## src/rtl/uart_tx_serializer_p_if.sv

```systemverilog
// Word-request / serial-output bundle between the TX FSM and the serializer.
interface uart_tx_serializer_p_if #(
   parameter int unsigned DATA_W = 8
);
   logic              ser_en;
   logic [DATA_W-1:0] p_data;
   logic              ser_data;
   logic              ser_busy;
   logic              ser_done;
   logic              par_bit;

   modport master (
      output ser_en,
      output p_data,
      input  ser_data,
      input  ser_busy,
      input  ser_done,
      input  par_bit
   );

   modport slave (
      input  ser_en,
      input  p_data,
      output ser_data,
      output ser_busy,
      output ser_done,
      output par_bit
   );
endinterface

```

## src/rtl/uart_tx_serializer_p.sv

```systemverilog
// Parallel-to-serial shifter for the UART TX path: one bit per clock, parity of the captured
// word, one-cycle done pulse, back-to-back words when the request stays high.
module uart_tx_serializer_p #(
   parameter int unsigned DATA_W    = 8,
   parameter bit          MSB_FIRST = 1'b0,
   parameter bit          IDLE_VAL  = 1'b0,
   parameter bit          PAR_ODD   = 1'b0
) (
   input logic                   clk,
   input logic                   rest,
   uart_tx_serializer_p_if.slave ser
);

   localparam int unsigned CntW = $clog2(DATA_W);
   localparam logic [CntW-1:0] CntMax = CntW'(DATA_W - 1);

   typedef enum logic [1:0] {StIdle, StShift, StDone} state_e;

   state_e            state_q, state_d;
   logic [DATA_W-1:0] shreg_q, shreg_d;
   logic [CntW-1:0]   cnt_q, cnt_d;
   logic              data_q, data_d;
   logic              par_q, par_d;
   logic              capture;

   always_ff @(posedge clk or posedge rest) begin
      if (rest) begin
         state_q <= StIdle;
         shreg_q <= '0;
         cnt_q   <= '0;
         data_q  <= IDLE_VAL;
         par_q   <= 1'b0;
      end else begin
         state_q <= state_d;
         shreg_q <= shreg_d;
         cnt_q   <= cnt_d;
         data_q  <= data_d;
         par_q   <= par_d;
      end
   end

   always_comb begin
      state_d = state_q;
      shreg_d = shreg_q;
      cnt_d   = cnt_q;
      data_d  = data_q;
      par_d   = par_q;
      capture = 1'b0;

      unique case (state_q)
         StIdle: begin
            capture = ser.ser_en;
         end
         StShift: begin
            // Counter stops at CntMax: the edge after the last bit leaves SHIFT.
            if (cnt_q == CntMax) begin
               state_d = StDone;
               data_d  = IDLE_VAL;
            end else begin
               data_d  = MSB_FIRST ? shreg_q[DATA_W-1] : shreg_q[0];
               shreg_d = MSB_FIRST ? (shreg_q << 1) : (shreg_q >> 1);
               cnt_d   = cnt_q + CntW'(1);
            end
         end
         StDone: begin
            capture = ser.ser_en;
            if (!ser.ser_en) begin
               state_d = StIdle;
            end
         end
         default: begin
            state_d = StIdle;
            data_d  = IDLE_VAL;
         end
      endcase

      // First bit goes straight to the output; the shift register holds the remainder.
      if (capture) begin
         state_d = StShift;
         data_d  = MSB_FIRST ? ser.p_data[DATA_W-1] : ser.p_data[0];
         shreg_d = MSB_FIRST ? (ser.p_data << 1) : (ser.p_data >> 1);
         cnt_d   = '0;
         par_d   = (^ser.p_data) ^ PAR_ODD;
      end
   end

   assign ser.ser_data = data_q;
   assign ser.ser_busy = (state_q == StShift);
   assign ser.ser_done = (state_q == StDone);
   assign ser.par_bit  = par_q;

endmodule

```

## src/flat_wrapper.sv

```systemverilog
// flat-port wrapper written by rule: the top's interface ports become plain ports
module uart_tx_serializer_p_flat 
#(
   parameter int unsigned DATA_W    = 8,
   parameter bit          MSB_FIRST = 1'b0,
   parameter bit          IDLE_VAL  = 1'b0,
   parameter bit          PAR_ODD   = 1'b0
)
  (clk, rest, ser_ser_en, ser_p_data, ser_ser_data, ser_ser_busy, ser_ser_done, ser_par_bit);
  uart_tx_serializer_p_if #(.DATA_W(DATA_W)) ser_i ();
  input logic clk;
  input logic rest;
  input wire logic [$bits(ser_i.ser_en)-1:0] ser_ser_en;
  input wire logic [$bits(ser_i.p_data)-1:0] ser_p_data;
  output wire logic [$bits(ser_i.ser_data)-1:0] ser_ser_data;
  output wire logic [$bits(ser_i.ser_busy)-1:0] ser_ser_busy;
  output wire logic [$bits(ser_i.ser_done)-1:0] ser_ser_done;
  output wire logic [$bits(ser_i.par_bit)-1:0] ser_par_bit;
  assign ser_i.ser_en = ser_ser_en;
  assign ser_i.p_data = ser_p_data;
  assign ser_ser_data = ser_i.ser_data;
  assign ser_ser_busy = ser_i.ser_busy;
  assign ser_ser_done = ser_i.ser_done;
  assign ser_par_bit = ser_i.par_bit;
  uart_tx_serializer_p #(.DATA_W(DATA_W), .MSB_FIRST(MSB_FIRST), .IDLE_VAL(IDLE_VAL), .PAR_ODD(PAR_ODD)) u_core (.clk(clk), .rest(rest), .ser(ser_i));
endmodule
```

## config.mk

```make
export PLATFORM = sky130hd
export DESIGN_NAME = uart_tx_serializer_p_flat
export DESIGN_NICKNAME = d
export VERILOG_FILES = /design/src/rtl/uart_tx_serializer_p_if.sv /design/src/rtl/uart_tx_serializer_p.sv /design/src/flat_wrapper.sv
export SDC_FILE = /design/constraint.sdc
export NUM_CORES = 1
export LEC_CHECK = 0
export ABC_CLOCK_PERIOD_IN_PS = 2900
export BUFFER_PORTS_ARGS = -buffer_cell sky130_fd_sc_hd__buf_2
export CAP_MARGIN = 20
export CORE_MARGIN = 3
export CORE_UTILIZATION = 45
export DETAILED_ROUTE_END_ITERATION = 10
export GPL_TIMING_DRIVEN = 0
export PLACE_DENSITY = 0.77
export SLEW_MARGIN = 25
export SYNTH_ARGS = -nofsm -noshare
export SYNTH_HDL_FRONTEND = slang
export SYNTH_SLANG_ARGS = --single-unit
```

## constraint.sdc

```tcl
create_clock -name clk -period 2.9 [get_ports clk]
set_input_delay 0.58 -clock clk [delete_from_list [all_inputs] [get_ports clk]]
set_output_delay 0.58 -clock clk [all_outputs]
set_load 0.01 [all_outputs]
```

After elaboration in Yosys (flattened, before gate mapping):

Cells that the tools add are included.

* mux-type cells: 14
* add/sub/neg operators: 1
* reductions and logical operators: 6
* equal/unequal tests: 8

Operators with widths (count)
* $mux 8: 3
* $mux 3: 3
* $reduce_xor 8->1: 1
* $mux 2: 3
* $ne 2x1->1 const B: 3
* $pmux 2 s3: 1
* $add 3x1->3 const B: 1
* $eq 3x3->1 const B: 1
* $mux 1: 3
* $ne 3x1->1 const B: 1
* $ne 3x2->1 const B: 1
* $reduce_and 3->1: 1
* $eq 2x1->1 const B: 1
* $eq 2x2->1 const B: 1
* $logic_not 2->1: 1
* $pmux 1 s2: 1
* $reduce_and 2->1: 1
* $reduce_bool 2->1: 1
* $reduce_or 2->1: 1

* flip-flop bits (word level): 15
* word-level logic and storage cells: 34

Logic depth before layout (Yosys ltp):

* depth in word-level cells: 5
* mapped depth: 6
* gate-level depth less buffers: 5

Worst setup path after synthesis:

No wires, ideal clock.

* kind: register to register
* start: reg u_core.cnt_q[0]
* end: reg u_core.cnt_q[0]
* clock period less this slack: 1352 ps
* path buffers: 1
* arrival time: 1230 ps
* required time: 2779 ps
* slack: 1548 ps
* stages on the path, launching flop included: 7
* path through: dfrtp_1 > ha_1 > ha_1 > and2b_1 > buf_6 > xnor2_1 > nor2_1

* longest elaborated chain between the ends: 4
* elaborated cells on any way between the ends: 7

RTL lines
* from (decl): line uart_tx_serializer_p.sv:21 `logic [CntW-1:0] cnt_q, cnt_d;`
* from (signal assigned): line uart_tx_serializer_p.sv:36 `cnt_q <= cnt_d;`
* $add 3x1->3: line uart_tx_serializer_p.sv:62 `cnt_d = cnt_q + CntW'(1);`
* $mux 3: line uart_tx_serializer_p.sv:56 `if (cnt_q == CntMax) begin`
* $mux 3: line uart_tx_serializer_p.sv:50 `unique case (state_q)`
* $mux 3: line uart_tx_serializer_p.sv:78 `if (capture) begin`

Parallel ways exist; a longest one is shown, timed or not. The select of a mux whose other input is x is not followed.
A chain may end at the register's enable or synchronous reset.

Final worst setup path:

* start: reg u_core.state_q[0]
* end: out ser_ser_done

* longest elaborated chain between the ends: 1

RTL lines
* from (decl): line uart_tx_serializer_p.sv:19 `state_e state_q, state_d;`
* from (signal assigned): line uart_tx_serializer_p.sv:28 `state_q <= StIdle;`
* from (signal assigned): line uart_tx_serializer_p.sv:34 `state_q <= state_d;`
* $eq 2x2->1: line uart_tx_serializer_p.sv:89 `assign ser.ser_done = (state_q == StDone);`
* to (decl): line flat_wrapper.sv:17 `output wire logic [$bits(ser_i.ser_done)-1:0] ser_ser_done;`

No other way between the ends.

==> impl_metrics.csv <==
group,metric,value,unit
drt,wl_per_cell,11.6,um
timing,min_period,1.57,ns
hold_path,hold_path.class,"input pin to async pin",
drt,vias,547,
timing,rsz0062_at_grt,"false",
floorplan,die_w,45.5,um
setup_path,worstPathArrival,0.99,ns
run_status,status,"completed",
drt,drc,0,
floorplan,ios,15,
cts,clkSinkCount,14,
cts,post-cts-setup-buffers,0,
floorplan,core,1380,um2
finish,regArea,350,um2
setup_path,cpMaxStageDelayCell,"dfrtp_1",
floorplan,die_y,45.5,um
finish,drive_above_1_share,0.231,
placement,pre_cts_ws,1.45,ns
setup_path,required,2.32,ns
drt,drtIter0Drc,14,
placement,gp_congestion,0.733,
global_route,grt_pass1_wl,2.04,mm
cts,clkTransAtPathRegs,0.09,ns
cts,clk_latency,0.27,ns
timing,slew_viol_final,0,
drt,viasPerCell,5.16,
setup_path,path_delay_family,"flip-flops",
drt,first_pass_iters,4,
global_route,antenna_found_initial,0,
yosys,synth.distinct_cells,19,
timing,slew_headroom,0.647,
floorplan,row_count,13,
floorplan,initial_core_util,0.507,
finish,area_growth,17.9,%
setup_path,cp_num_buf_inv,1,
timing,final.setup.worst_slack,1.33,ns
finish,final_area,826,um2
timing,fin_tns_setup,0,ns
setup_path,max_stage_delay,0.41,ns
yosys,yosysWarnings,0,
floorplan,die_area,2070,um2
finish,n_fill_cell,129,
global_route,grtUsageTotal,0.136,
pwr,max-vdd-ir-drop,550,uV
cts,clockRootBuffer,"clkbuf_4",
drt,wl,1.23,mm
finish,diodes,0,
cts,clk_path_buf_depth,2,
yosys,synthesis.nets,86,
global_route,grt_remaining_overflow,0,
drt,antenna_left,0,
cts,h-tree-depth,1,
flow_run,drv_cap,0,
timing,tightest_slew,0.529,ns
pwr,leakage,0.412,nW
cts,postCtsHoldBufs,0,
timing,final_hold_viol_count,0,
timing,period_share,0.542,
setup_path,end_kind,"output port",
cts,cts_inserted_buffers,3,
setup_path,cp_cell_sequence,"and2b_1, buf_2",
yosys,syn_area,701,um2
global_route,grt_start_max_net_pins,15,
cts,cts_tree,"built",
placement,portBuffers,14,
placement,place_hpwl,902,um
finish,final_nets,105,
setup_path,r2r_slack,1.44,ns
pwr,power_density,960,nW/um2
yosys,synth_cells,73,
cts,cts_resized,0,
yosys,ys_seq_elements,14,
finish,fin_util,0.597,
yosys,seq_area_frac_synth,0.500,
finish,multi_input_area,323,um2
timing,finalClockSkew,0.000912,ns
global_route,first_global_vias,497,
timing,max_freq,636,MHz
setup_path,crit_path_max_fanout,5,
yosys,syn_avg_cell_area,9.60,um2
setup_path,cp-start-kind,"flop",
timing,setup_violations,0,
setup_path,crit_type,"flop to output port",
placement,place_area,790,um2
-- kinds of logic after synthesis --
group           share of synthesized area
mux                                0.0143
buf+inv                            0.0393
fa+ha+maj                          0.0357
simple gates                        0.200
xor+xnor                            0.100
flops                               0.500
compound gates                      0.111
-- report_power, final --
group | switching (W) | internal (W) | total, W
Sequential | 0.0000455 | 0.000279 | 0.000325
Combinational | 0.000175 | 0.000152 | 0.000328
Clock | 0.0000645 | 0.0000763 | 0.000141
-- layout make-up --
type,count,area share
flip-flops and latches,14,0.424
multi-input cells,54,0.391
repair buffers,14,0.0848
clock buffers,4,0.0439
plain buffers,4,0.0288
well taps,15,0.0227
inverters,1,0.00455
-- registers in the layout (all words and copies together) (netlist names) --
signal	flops
u_core.shreg_q	7
u_core.cnt_q	3
u_core.state_q	2
u_core.ser.par_bit	1
u_core.ser.ser_data	1
-- synthesized netlist by cell type --
| cell type | count | area (um2) |
|---|---|---|
| nand2_1 | 15 | 56.3 |
| nor2_1 | 4 | 15.0 |
| a21oi_1 | 8 | 40.0 |
| clkbuf_1 | 2 | 7.51 |
| a22oi_1 | 3 | 22.5 |
| dfrtp_1 | 14 | 350 |
| nor2b_1 | 1 | 6.26 |
| nor2b_4 | 1 | 13.8 |
| and2b_1 | 2 | 15.0 |
| and2_1 | 1 | 6.26 |
| ha_1 | 2 | 25.0 |
| o21ai_0 | 3 | 15.0 |
| xnor2_1 | 8 | 70.1 |
| inv_1 | 1 | 3.75 |
| buf_2 | 1 | 5.00 |
| buf_6 | 1 | 11.3 |
| nand2b_1 | 2 | 12.5 |
| nand3_1 | 3 | 15.0 |
| mux2i_1 | 1 | 10.0 |
-- worst paths after layout --
path | from | endpoint | depth (start not counted)
worst max-delay path | u_core.state_q[0] | ser_ser_done | 2
min in group clk | u_core.ser.par_bit | u_core.ser.par_bit | 2
worst min-delay path | rest | u_core.ser.ser_data | 2
worst max register to register | u_core.cnt_q[0] | u_core.shreg_q[0] | 6
worst min register to register | u_core.ser.par_bit | u_core.ser.par_bit | 2
max in group asynchronous | rest | u_core.ser.par_bit | 2
-- through the flow --
step                hold WS [ns]  power [W]  std cells
finish                     0.323   0.000793        106
global route               0.346   0.000857        106
CTS                        0.343   0.000800        106
detailed placement         0.474   0.000660        102
global placement           0.465   0.000647        102
floorplan                  0.449   0.000575         73
-- placed cells by master (no fill, tap or decap) --
master	n
and2_1	1
dfrtp_1	14
nand2_1	15
and2b_1	2
inv_1	1
clkbuf_4	3
nand3_1	3
o21ai_0	3
buf_2	15
mux2i_1	1
buf_6	1
a22oi_1	3
a21oi_1	8
xnor2_1	8
clkbuf_8	1
nand2b_1	2
nor2b_4	1
nor2_1	4
nor2b_1	1
ha_1	2
clkbuf_1	2
-- metal layers --
layer	track usage	routed length (um)	vias to the layer above
li1	-	-	275
met1	0.184	591	251
met2	0.206	548	19
met3	0.0356	81	2
met4	0.0526	9	0
met5	0	0	-
Power figures use the tool's default switching activity.
